==> config.mk <==
export PLATFORM = sky130hd
export DESIGN_NAME = mem_display_reader
export DESIGN_NICKNAME = d
export VERILOG_FILES = /design/src/rtl/mem_display_reader.sv
export SDC_FILE = /design/constraint.sdc
export NUM_CORES = 1
export LEC_CHECK = 0
export ABC_AREA = 1
export CORE_MARGIN = 2
export CORE_UTILIZATION = 30
export CTS_BUF_LIST = sky130_fd_sc_hd__clkbuf_8
export DETAILED_ROUTE_END_ITERATION = 7
export MAX_ROUTING_LAYER = met4
export SYNTH_ARGS = -nofsm -noshare
export SYNTH_HDL_FRONTEND = slang
export SYNTH_SLANG_ARGS = --single-unit
export TNS_END_PERCENT = 10
==> constraint.sdc <==
create_clock -name clk -period 2.84 [get_ports clk]
set_clock_uncertainty 0.1 [all_clocks]
set_input_delay 0.852 -clock clk [delete_from_list [all_inputs] [get_ports clk]]
set_output_delay 0.852 -clock clk [all_outputs]
set_load 0.02 [all_outputs]
==> src/rtl/mem_display_reader.sv <==
// Fetches an item count, then one result word per debounced press; shows its low 16 bits as hex on a 4-digit mux display.
// Count ready 2 cycles after reset with grant held; reads stall in *_REQ while bus_grant is low, and presses outside IDLE are dropped.
module mem_display_reader #(
    parameter int unsigned DEBOUNCE_CYCLES = 100000,
    parameter int unsigned SCAN_CYCLES     = 50000,
    parameter logic [31:0] COUNT_ADDR      = 32'h0000_0000,
    parameter logic [31:0] BASE_ADDR       = 32'h0000_0014
) (
    input  logic        clk,
    input  logic        reset,
    input  logic        button,
    input  logic        bus_grant,
    output logic        mem_read,
    output logic [31:0] mem_addr,
    input  logic [31:0] mem_rdata,
    output logic        busy,
    output logic [11:0] leds
);

    localparam int DB_W  = $clog2(DEBOUNCE_CYCLES + 1);
    localparam int DIV_W = (SCAN_CYCLES > 1) ? $clog2(SCAN_CYCLES) : 1;

    typedef enum logic [2:0] {CNT_REQ, CNT_CAP, IDLE, DAT_REQ, DAT_CAP} state_t;

    logic            sync0, sync1, deb, deb_q, press;
    logic [DB_W-1:0] db_cnt;

    always_ff @(posedge clk) begin
        if (!reset) begin
            sync0  <= 1'b0;
            sync1  <= 1'b0;
            deb    <= 1'b0;
            deb_q  <= 1'b0;
            db_cnt <= '0;
        end else begin
            sync0 <= button;
            sync1 <= sync0;
            deb_q <= deb;
            if (sync1 == deb) begin
                db_cnt <= '0;
            end else if (db_cnt == DB_W'(DEBOUNCE_CYCLES - 1)) begin
                deb    <= sync1;
                db_cnt <= '0;
            end else begin
                db_cnt <= db_cnt + 1'b1;
            end
        end
    end

    assign press = deb & ~deb_q;

    state_t      state, state_nxt;
    logic [31:0] idx, count, dat_addr;
    logic [15:0] display;

    assign dat_addr = BASE_ADDR + {idx[29:0], 2'b00};
    assign busy     = (state != IDLE);

    always_comb begin
        state_nxt = state;
        mem_read  = 1'b0;
        mem_addr  = COUNT_ADDR;
        case (state)
            CNT_REQ: begin
                mem_read = bus_grant;
                if (bus_grant) state_nxt = CNT_CAP;
            end
            CNT_CAP: begin
                mem_read  = 1'b1;
                state_nxt = IDLE;
            end
            IDLE: begin
                if (press && (idx < count)) state_nxt = DAT_REQ;
            end
            DAT_REQ: begin
                mem_addr = dat_addr;
                mem_read = bus_grant;
                if (bus_grant) state_nxt = DAT_CAP;
            end
            DAT_CAP: begin
                mem_addr  = dat_addr;
                mem_read  = 1'b1;
                state_nxt = IDLE;
            end
            default: state_nxt = CNT_REQ;
        endcase
        // Keep the strobe quiet while reset is held, whatever bus_grant does.
        if (!reset) begin
            mem_read = 1'b0;
            mem_addr = COUNT_ADDR;
        end
    end

    always_ff @(posedge clk) begin
        if (!reset) begin
            state   <= CNT_REQ;
            idx     <= '0;
            count   <= '0;
            display <= '0;
        end else begin
            state <= state_nxt;
            if (state == CNT_CAP) count <= mem_rdata;
            if (state == IDLE && press && !(idx < count)) display <= 16'h0000;
            if (state == DAT_CAP) begin
                display <= mem_rdata[15:0];
                idx     <= idx + 32'd1;
            end
        end
    end

    logic [DIV_W-1:0] div;
    logic [1:0]       digit;
    logic [3:0]       nib;
    logic [6:0]       seg;

    assign nib = display[{digit, 2'b00} +: 4];

    always_comb begin
        seg = 7'b1111111;
        case (nib)
            4'h0: seg = 7'b1000000;
            4'h1: seg = 7'b1111001;
            4'h2: seg = 7'b0100100;
            4'h3: seg = 7'b0110000;
            4'h4: seg = 7'b0011001;
            4'h5: seg = 7'b0010010;
            4'h6: seg = 7'b0000010;
            4'h7: seg = 7'b1111000;
            4'h8: seg = 7'b0000000;
            4'h9: seg = 7'b0010000;
            4'hA: seg = 7'b0001000;
            4'hB: seg = 7'b0000011;
            4'hC: seg = 7'b1000110;
            4'hD: seg = 7'b0100001;
            4'hE: seg = 7'b0000110;
            4'hF: seg = 7'b0001110;
            default: seg = 7'b1111111;
        endcase
    end

    always_ff @(posedge clk) begin
        if (!reset) begin
            div   <= '0;
            digit <= 2'd0;
            leds  <= 12'hEC0;
        end else begin
            if (div == DIV_W'(SCAN_CYCLES - 1)) begin
                div   <= '0;
                digit <= digit + 2'd1;
            end else begin
                div <= div + 1'b1;
            end
            leds <= {~(4'b0001 << digit), 1'b1, seg};
        end
    end

endmodule

==> impl_metrics.toml, run 1 <==
[timing]
hold_viol_final = 0
worst_pin_slew_ns = 0.6703
timing.fmax_mhz = 330.1
period_share_pct = 106.7
rsz0062_at_grt = "yes"
max_slew_margin_pct = 55.31
period_minus_slack_ns = 3.030
hold_slack_ns = 0.3271
timing.final.setup_violations = 22
finalMaxSlewViolations = 0
fin_ws_ns = -0.1896

[layout]
num-fill-cells = 2416
layout-drive-gt1-share_pct = 29.24
final_area_sq_um = 10270
diodes = 0
final_core_util_pct = 43.63
areaGrowthSynthToFinish_pct = 42.78
nets = 1341

[critical_path]
ff2ff_setup_slack_ns = -0.18
cp_top_family = "simple AND/OR/NAND/NOR gates"
cp-end-kind = "primary output"
slowest_delay_ns = 0.37
r2r_end = "idx[29]"
critPathBufInv = 4
rr_worst_depth = 21
cp_common_cell = "nor2_4"
rr_startpoint = "idx[15]"
crit_fanout = 3
crit_chain = "ha_4 -> nor2_4 -> nor2_4 -> inv_2 -> nor2_4 -> inv_2 -> nor2_4 -> inv_2 -> nor4_4 -> nor2_1 -> nor3_1 -> buf_2"
path_class = "flop to primary output"
crit_required_ns = 1.89
worst_ep_arrival_time_ns = 2.08
crit_path_top_delay_cell = "dfxtp_4"
cp-start-kind = "flop"

[routing]
drt-total-wl_um = 20830
drc = 0
first_pass_iters = 5
viasPerCell = 4.603
wl_per_cell_um = 13.11
dr.first_iter.drc_count = 354
routed-via-count = 7309
ant_nets = 0

[die]
rows = 56
die_area_sq_um = 25240
dieHeight_um = 158.9
coreArea_sq_um = 23540
die-width_um = 158.9
initial_core_util_pct = 30.56
pin_count = 82

[global_routing]
use_met3_pct = 3.553
grt_pass1_vias = 7022
antenna_found_initial = 0
grt.busiest_layer = "met2"
grt_use_met1_pct = 20.39
grt_max_degree = 66
grt_util_met2_pct = 27.97
grt_pass1_wl_um = 33770
grt_overflow = 0
track_usage_pct = 16.92

[pwr]
powerDensity_nw_per_um2 = 472.8
p_comb_share_pct = 23.7
seqPwrFrac_pct = 44.0
netSwitchingPower_w = 0.001463
power.share.switching_pct = 30.12
ir_drop_mv = 0.3317
leakagePower_nw = 4.202
pwr-share-clk_pct = 32.3
internal_power_w = 0.003394

[yosys]
synth_top_cell_by_area = "dfxtp_1"
synth_top_area_share_pct = 37.01
ys_seq_elements = 133
synth.area.top_cells = "dfxtp_1 37%, nand2_1 8.9%, a21oi_1 8.6%"
netlist_instances = 1022
syn_area_per_cell_sq_um = 7.040
ys_seq_area_share_pct = 37.01
netlist_area_sq_um = 7194
yosysWarnings = 0
synth_cell_type_count = 42

[hold_path]
worstHoldPathCells = 2
hold_end = "sync1"
hp-start = "sync0"
hp-class = "flop to flop"

[placed_design]
post-dp-hpwl_um = 15550
numPortBuffers = 78
gp_congestion = 0.9202
place_area_sq_um = 9306

[clock_network]
htreeDepth = 4
cts-buffers-inserted = 17
clockBufferDepth = 2
clk_latency_ns = 0.44
cts-root-buf = "clkbuf_8"
cts_tree = "yes"
clk_pin_slew_worst_paths_ns = 0.08
clkSinkCount = 133
cts_hold_buf = 0

[outcome]
violations = "negative setup slack"
outcome = "finished with violations"

[flow_run]
drv_cap = 0
[kinds of logic after synthesis]
family / after synthesis / share of synthesized area (%)
compound gates: 214 / 15.67
xor+xnor: 14 / 1.704
fa+ha+maj: 44 / 7.652
buf+inv: 180 / 9.687
flops: 133 / 37.01
other cells: 2 / 0.1044
simple gates: 435 / 28.17
[final cells by class]
| class | instances | area [sq um] | area share [%] |
|---|---|---|---|
| inverter | 149 | 568.0 | 5.530 |
| clock buffer | 19 | 261.5 | 2.546 |
| tap | 319 | 399.1 | 3.885 |
| multi-input combinational | 710 | 4225 | 41.13 |
| clock inverter | 8 | 112.6 | 1.096 |
| sequential | 133 | 2696 | 26.25 |
| timing repair buffer | 250 | 2009 | 19.56 |
[cell usage after synthesis]
library cell,n
or2_4,1
xor2_1,12
o211a_1,2
nor2_4,6
o21ai_1,4
or2_0,1
buf_2,5
inv_1,135
clkbuf_1,20
nor2_2,6
a311oi_1,1
nor3_4,1
nand3b_4,1
buf_1,2
a32oi_1,1
a211oi_1,3
clkinv_1,3
conb_1,2
nor4_1,6
nor2_1,114
nor3_1,46
ha_1,44
o21ai_0,66
a31oi_1,5
xnor2_1,2
nand2_1,171
nand4_1,8
inv_2,11
nor3b_1,5
buf_4,4
nor4_2,4
nand3_2,1
nand2_2,5
nand3b_1,1
or2_2,1
dfxtp_1,133
a32o_1,1
nor3b_2,2
nor3_2,8
o21a_1,8
a21oi_1,123
nand3_1,47
[cell usage in the layout (no fill, tap or decap), drive strengths merged, types with 10 or more instances in the layout]
master         synthesis  routed
buf                   11     204
nand2                176     176
inv                  146     147
dfxtp                133     133
nor2                 126     126
a21oi                123     123
o21ai                 70      70
nor3                  55      55
nand3                 48      48
clkdlybuf4s50          0      45
ha                    44      44
clkbuf                20      19
xor2                  12      12
nor4                  10      10
[flip-flops by register name, indices dropped and copies added (netlist names), 2 cells and up]
name / cells
leds: 11
state: 3
digit: 2
display: 16
db_cnt: 17
count: 32
idx: 32
div: 16
[how the worst max path moves through the flow]
| stage | depth (start not counted) | start | slack (ns) | endpoint |
|---|---|---|---|---|
| final | 12 | idx[0] | -0.19 | mem_addr[18] |
| after global routing | 11 | idx[12] | -0.36 | mem_addr[27] |
| after floorplan | 5 | reset | -0.008 | mem_addr[5] |
| after detailed placement | 8 | reset | -0.50 | mem_addr[8] |
| after global placement | 5 | bus_grant | -0.47 | mem_read |
| after CTS | 12 | idx[1] | -0.32 | mem_addr[22] |
[routing by layer]
layer / part of all wire (%) / vias to the layer above
li1: - / 3811
met1: 46 / 3302
met2: 48 / 159
met3: 4.4 / 37
met4: 2.3 / 0
met5: 0 / -
[metrics by stage]
stage / cells / setup TNS, ns / setup WS [ns] / power [W]
after floorplan: 1023 / -0.01623 / -0.008114 / 0.002944
after global placement: 1531 / -11.37 / -0.4718 / 0.003284
after detailed placement: 1531 / -12.78 / -0.4956 / 0.003316
after CTS: 1580 / -4.027 / -0.3153 / 0.004909
after global routing: 1588 / -6.300 / -0.3625 / 0.005197
final: 1588 / -2.587 / -0.1896 / 0.004857
[worst min-delay path: cells and delay by family (launching register included)]
| family | cells | cell delay [ns] |
|---|---|---|
| buffers and inverters | 1 | 0.04 |
| flip-flops | 1 | 0.31 |
| AND/OR/NAND/NOR | 1 | 0.05 |
[what timing repair did]
| item | in CTS | in global routing |
|---|---|---|
| setup endpoints to repair | 32 | 32 |
| resized for setup | 206 | 87 |
| setup buffers | 22 | 8 |
| pin swaps | 22 | 22 |
[power by group through the flow]
stage / clock, W / sequential (W) / combinational [W]
floorplan: 0 / 0.00217 / 0.000771
global placement: 0 / 0.00217 / 0.00111
detailed placement: 0 / 0.00218 / 0.00114
CTS: 0.00162 / 0.00214 / 0.00115
global route: 0.00170 / 0.00216 / 0.00134
finish: 0.00157 / 0.00214 / 0.00115
Power figures use the tool's default switching activity.
==> run 2, diff against run 1 <==
--- a/config.mk
+++ b/config.mk
@@ -11,6 +11,7 @@
 export CTS_BUF_LIST = sky130_fd_sc_hd__clkbuf_8
 export DETAILED_ROUTE_END_ITERATION = 7
 export MAX_ROUTING_LAYER = met4
+export PLACE_DENSITY = 0.49
 export SYNTH_ARGS = -nofsm -noshare
 export SYNTH_HDL_FRONTEND = slang
 export SYNTH_SLANG_ARGS = --single-unit
==> impl_metrics.toml, run 2 (same netlist as run 1, synthesis figures left out) <==
[outcome]
outcome = "finished with violations"
violations = "negative setup slack"

[critical_path]
critical_path.startpoint = "idx[17]"
rr_startpoint = "idx[28]"
crit_required_ns = 1.89
critPathBufInv = 5
cp_common_cell = "inv_2"
slowest_delay_ns = 0.34
cp-start-kind = "flop"
cp_top_family = "simple AND/OR/NAND/NOR gates"
rr_worst_depth = 13
worst_ep_arrival_time_ns = 2.09
path_class = "flop to primary output"
crit_path_top_delay_cell = "dfxtp_2"
crit_chain = "inv_2 -> nor3_4 -> inv_2 -> nor2_2 -> inv_2 -> nor4_4 -> inv_2 -> nor3_4 -> nor3_2 -> buf_4"
r2r_end = "display[1]"
crit_path_end = "mem_addr[31]"
ff2ff_setup_slack_ns = 0.51
cp-end-kind = "primary output"
crit_fanout = 3
crit_cells = 10

[timing]
timing.final.setup_violations = 21
max_slew_margin_pct = 51.77
period_minus_slack_ns = 3.043
timing.fmax_mhz = 328.6
period_share_pct = 107.1
hold_viol_final = 0
finalMaxSlewViolations = 0
worst_pin_slew_ns = 0.7235
fin_ws_ns = -0.2029
rsz0062_at_grt = "yes"

[routing]
routed-via-count = 7127
viasPerCell = 4.505
dr.first_iter.drc_count = 356
ant_nets = 0
drt-total-wl_um = 21180
drc = 0
first_pass_iters = 5
wl_per_cell_um = 13.39

[die]
initial_core_util_pct = 30.56
die-width_um = 158.9
dieHeight_um = 158.9
rows = 56
pin_count = 82
die_area_sq_um = 25240
coreArea_sq_um = 23540

[pwr]
leakagePower_nw = 4.216
total_power_w = 0.005173
powerDensity_nw_per_um2 = 504.6
ir_drop_mv = 0.3232

[clock_network]
cts-buffers-inserted = 17
clk_pin_slew_worst_paths_ns = 0.08
cts_tree = "yes"
clockBufferDepth = 2
htreeDepth = 4
clk_latency_ns = 0.44
cts-root-buf = "clkbuf_8"
clkSinkCount = 133

[placed_design]
post-dp-hpwl_um = 15920
dp_worst_setup_slack_ns = -0.4603
numPortBuffers = 78
gp_congestion = 0.8420

[global_routing]
grt_pass1_wl_um = 33870
grt_max_degree = 66
antenna_found_initial = 0
track_usage_pct = 17.09
grt_overflow = 0
grt_pass1_vias = 6762

[layout]
nets = 1331
areaGrowthSynthToFinish_pct = 42.49
layout-drive-gt1-share_pct = 28.50
final_common_cell = "buf_4"
layout_common_cells = "173 x buf_4, 159 x nand2_1, 123 x inv_1"
final_core_util_pct = 43.54
diodes = 0
reg_top3 = "count (32), idx (32), db_cnt (17)"

[hold_path]
hp-class = "flop to flop"
hp-start = "sync0"

[flow_run]
drv_cap = 0
-- run 2: cell count changes in the layout (fill, tap and decap cells not counted), sizes merged --
cell	change
clkbuf	+3
bufinv	+3
clkdlybuf4s50	+1
clkdlybuf4s15	+2
clkinvlp	+2
inv	+1
buf	-18
-- run 2: repair_timing --
item,4_1_cts,5_1_grt
cloned,0,0
setup buffers,7,8
pin swaps,12,22
gates resized for setup,162,104
hold buffers,0,0
endpoints found under the setup margin,31,32
endpoints found under the hold margin,0,0
-- run 2: worst min-delay path by stage --
stage	end	slack, ns	cells past startpoint
final	sync1	0.31	2
after global routing	sync1	0.34	2
after CTS	sync1	0.32	2
after detailed placement	sync1	0.30	2
after global placement	sync1	0.30	2
after floorplan	sync1	0.29	2
-- run 2: cell type report --
type	count	area (sq um)
clock inverters	14	234.0
clock buffers	17	234.0
fillers	2437	13290
well taps	319	399.1
flip-flops and latches	133	2703
inverters	149	569.3
multi-input cells	710	4200
repair buffers	240	1912
-- run 2: worst register-to-register path, delay by kind of cell (launching register included) --
kind	cells	cell delay [ns]
AO/OA/AOI/OAI	1	0.06
buffers and inverters	3	0.43
adder cells (fa/ha/maj)	1	0.27
AND/OR/NAND/NOR	8	1.02
flip-flops	1	0.33
-- run 2: through the flow --
step	setup TNS, ns	area, sq um	hold slack, ns	std cells
2_1_floorplan	-0.01623	7203	0.2905	1023
3_3_place_gp	-10.76	9356	0.3005	1536
3_5_place_dp	-11.26	9356	0.3020	1536
4_1_cts	-4.733	10000	0.3206	1574
5_1_grt	-5.765	10250	0.3406	1582
6_report	-2.314	10250	0.3105	1582
-- run 2: metal layers --
metal | global-route usage [%] | wire length, um | vias up
li1 | - | - | 3787
met1 | 22.17 | 10630 | 3209
met2 | 26.97 | 9532 | 107
met3 | 3.318 | 696 | 24
met4 | 5.248 | 320 | 0
met5 | - | 0 | -
-- run 2: power breakdown --
part | total (W) | internal (W) | switching [W]
combinational | 0.00115 | 0.000430 | 0.000718
sequential | 0.00213 | 0.00207 | 0.0000638
clock | 0.00189 | 0.00113 | 0.000767
==> run 3, diff against run 2 <==
--- a/config.mk
+++ b/config.mk
@@ -5,10 +5,10 @@
 export SDC_FILE = /design/constraint.sdc
 export NUM_CORES = 1
 export LEC_CHECK = 0
-export ABC_AREA = 1
 export CORE_MARGIN = 2
 export CORE_UTILIZATION = 30
 export CTS_BUF_LIST = sky130_fd_sc_hd__clkbuf_8
+export CTS_CLUSTER_DIAMETER = 80
 export DETAILED_ROUTE_END_ITERATION = 7
 export MAX_ROUTING_LAYER = met4
 export PLACE_DENSITY = 0.49
==> impl_metrics.toml, run 3 <==
[outcome]
outcome = "finished with violations"
violations = "negative setup slack"

[layout]
final_area_sq_um = 9149
reg_top3 = "count (32), idx (32), db_cnt (17)"
num-fill-cells = 2462
areaGrowthSynthToFinish_pct = 29.67
diodes = 0
nets = 1086
instances_no_fill = 1338
final_common_cell = "nand2_1"
layout-drive-gt1-share_pct = 21.39
layout_common_cells = "127 x nand2_1, 121 x dfxtp_1, 103 x nor2_1"
final_core_util_pct = 39.33

[global_routing]
grt_pass1_wl_um = 29860
grt.busiest_layer = "met2"
track_usage_pct = 15.95
antenna_found_initial = 0
grt_max_degree = 77
use_met3_pct = 3.387
grt_pass1_vias = 5776
grt_use_met1_pct = 19.79
grt_util_met2_pct = 26.24
grt_overflow = 0

[timing]
hold_slack_ns = 0.3375
rsz0062_at_grt = "yes"
timing.fmax_mhz = 339.7
period_share_pct = 103.7
hold_viol_final = 0
timing.final.setup_violations = 18
worst_pin_slew_ns = 0.8340
max_slew_margin_pct = 44.40
period_minus_slack_ns = 2.944
fin_ws_ns = -0.1040
finalMaxSlewViolations = 0

[critical_path]
slowest_delay_ns = 0.37
crit_path_end = "mem_addr[16]"
rr_worst_depth = 10
crit_fanout = 3
r2r_end = "display[15]"
crit_chain = "ha_4 -> o211a_4 -> nand4_1 -> buf_4 -> nor2_4 -> xnor2_1 -> nor2_1 -> buf_4"
crit_path_top_delay_cell = "dfxtp_4"
crit_required_ns = 1.89
rr_startpoint = "idx[3]"
cp-start-kind = "flop"
cp-end-kind = "primary output"
worst_ep_arrival_time_ns = 1.99
critical_path.startpoint = "idx[1]"
ff2ff_setup_slack_ns = 0.24
path_class = "flop to primary output"
cp_common_cell = "buf_4"

[routing]
viasPerCell = 4.496
ant_nets = 0
first_pass_iters = 7
wl_per_cell_um = 13.57
drt-total-wl_um = 18150
dr.first_iter.drc_count = 239
routed-via-count = 6016
drc = 0

[clock_network]
cts_hold_buf = 0
htreeDepth = 4
clk_pin_slew_worst_paths_ns = 0.08
clkSinkCount = 133
cts-root-buf = "clkbuf_8"
clockBufferDepth = 2
clk_latency_ns = 0.45
cts-buffers-inserted = 17
cts_tree = "yes"

[pwr]
leakagePower_nw = 3.532
p_comb_share_pct = 7.9
seqPwrFrac_pct = 49.6
internal_power_w = 0.002883
netSwitchingPower_w = 0.0009788
pwr-share-clk_pct = 42.4
powerDensity_nw_per_um2 = 422.1
power.share.switching_pct = 25.35
ir_drop_mv = 0.3014

[die]
rows = 56
die-width_um = 157.4
pin_count = 82
coreArea_sq_um = 23260
die_area_sq_um = 24760
initial_core_util_pct = 30.33
dieHeight_um = 157.4

[placed_design]
numPortBuffers = 78
dp_worst_setup_slack_ns = -0.5254
gp_congestion = 0.7926
place_area_sq_um = 8610
post-dp-hpwl_um = 13510
dp.cells = 1301

[hold_path]
hp-class = "flop to flop"
hp-start = "sync0"

[yosys]
synth_top_area_share_pct = 37.74
synth_top_cell_by_area = "dfxtp_1"
synth.area.top_cells = "dfxtp_1 38%, ha_1 7.8%, nand2_1 7.0%"
ys_seq_area_share_pct = 37.74
synth_async_sr_flop_share_pct = 0
syn_area_per_cell_sq_um = 8.073
synth_most_common_cell = "dfxtp_1"
netlist_area_sq_um = 7056
synthTopCellsByCount = "133 x dfxtp_1, 131 x nand2_1, 117 x nor2_1, 59 x a21oi_1, 46 x xor2_1"
synth_cell_type_count = 53
yosysWarnings = 0
ys_seq_elements = 133
synth-edff-count = 0
netlist_instances = 874
ys.flop_type = "dfxtp_1"

[flow_run]
drv_cap = 0
[run 3: logic make-up (layout without fill, tap and decap cells)]
group,after synthesis,in the layout,share of synthesized area (%)
simple gates,399,399,26.97
fa+ha+maj,44,44,7.803
flops,133,133,37.74
buf+inv,95,239,6.260
compound gates,108,108,8.548
xor+xnor,85,85,10.55
mux,8,8,2.022
other cells,2,3,0.1064
[run 3: metrics by stage]
step | TNS (ns) | total power [W]
2_1_floorplan | 0 | 0.002150
3_3_place_gp | -3.748 | 0.002273
3_5_place_dp | -4.142 | 0.002276
4_1_cts | -2.132 | 0.003929
5_1_grt | -3.980 | 0.004057
6_report | -1.087 | 0.003862
[run 3: how the worst min path moves through the flow]
| stage | end | slack [ns] | cells past startpoint |
|---|---|---|---|
| finish | sync1 | 0.34 | 1 |
| global route | sync1 | 0.37 | 1 |
| CTS | sync1 | 0.34 | 1 |
| detailed placement | sync1 | 0.32 | 1 |
| global placement | sync1 | 0.31 | 1 |
| floorplan | sync1 | 0.31 | 1 |
[run 3: repair_timing]
action                                  in CTS  in global routing
setup buffers                                3                  2
resized for setup                          164                 29
endpoints found under the setup margin      31                 32
pin swaps                                   14                 13
[run 3: layout make-up]
| class | count | area, sq um | area share (%) |
|---|---|---|---|
| flip-flops and latches | 133 | 2683 | 29.32 |
| repair buffers | 162 | 1365 | 14.92 |
| clock buffers | 17 | 234.0 | 2.557 |
| multi-input cells | 647 | 4133 | 45.17 |
| well taps | 319 | 399.1 | 4.363 |
| inverters | 45 | 168.9 | 1.846 |
| clock inverters | 15 | 166.4 | 1.819 |
[run 3: metal layers]
| metal | vias up | wire length [um] |
|---|---|---|
| met5 | - | 0 |
| met1 | 2759 | 8519 |
| li1 | 3167 | - |
| met3 | 7 | 654 |
| met4 | 0 | 139 |
| met2 | 83 | 8836 |
[run 3: worst max-delay path, delay by kind of cell, from the launching register on]
kind | cells | cell delay (ns)
AOI/OAI and AO/OA | 1 | 0.25
xor gates and xnor gates | 1 | 0.15
adders and majority gates | 1 | 0.16
buffers and inverters | 2 | 0.32
DFF | 1 | 0.37
and+or+nand+nor | 3 | 0.28
[run 3: power by group through the flow]
stage | Combinational, W | Sequential, W | Clock (W)
5_1_grt | 0.000346 | 0.00192 | 0.00179
3_3_place_gp | 0.000312 | 0.00196 | 0
2_1_floorplan | 0.000191 | 0.00196 | 0
6_report | 0.000305 | 0.00192 | 0.00164
4_1_cts | 0.000313 | 0.00192 | 0.00170
3_5_place_dp | 0.000314 | 0.00196 | 0
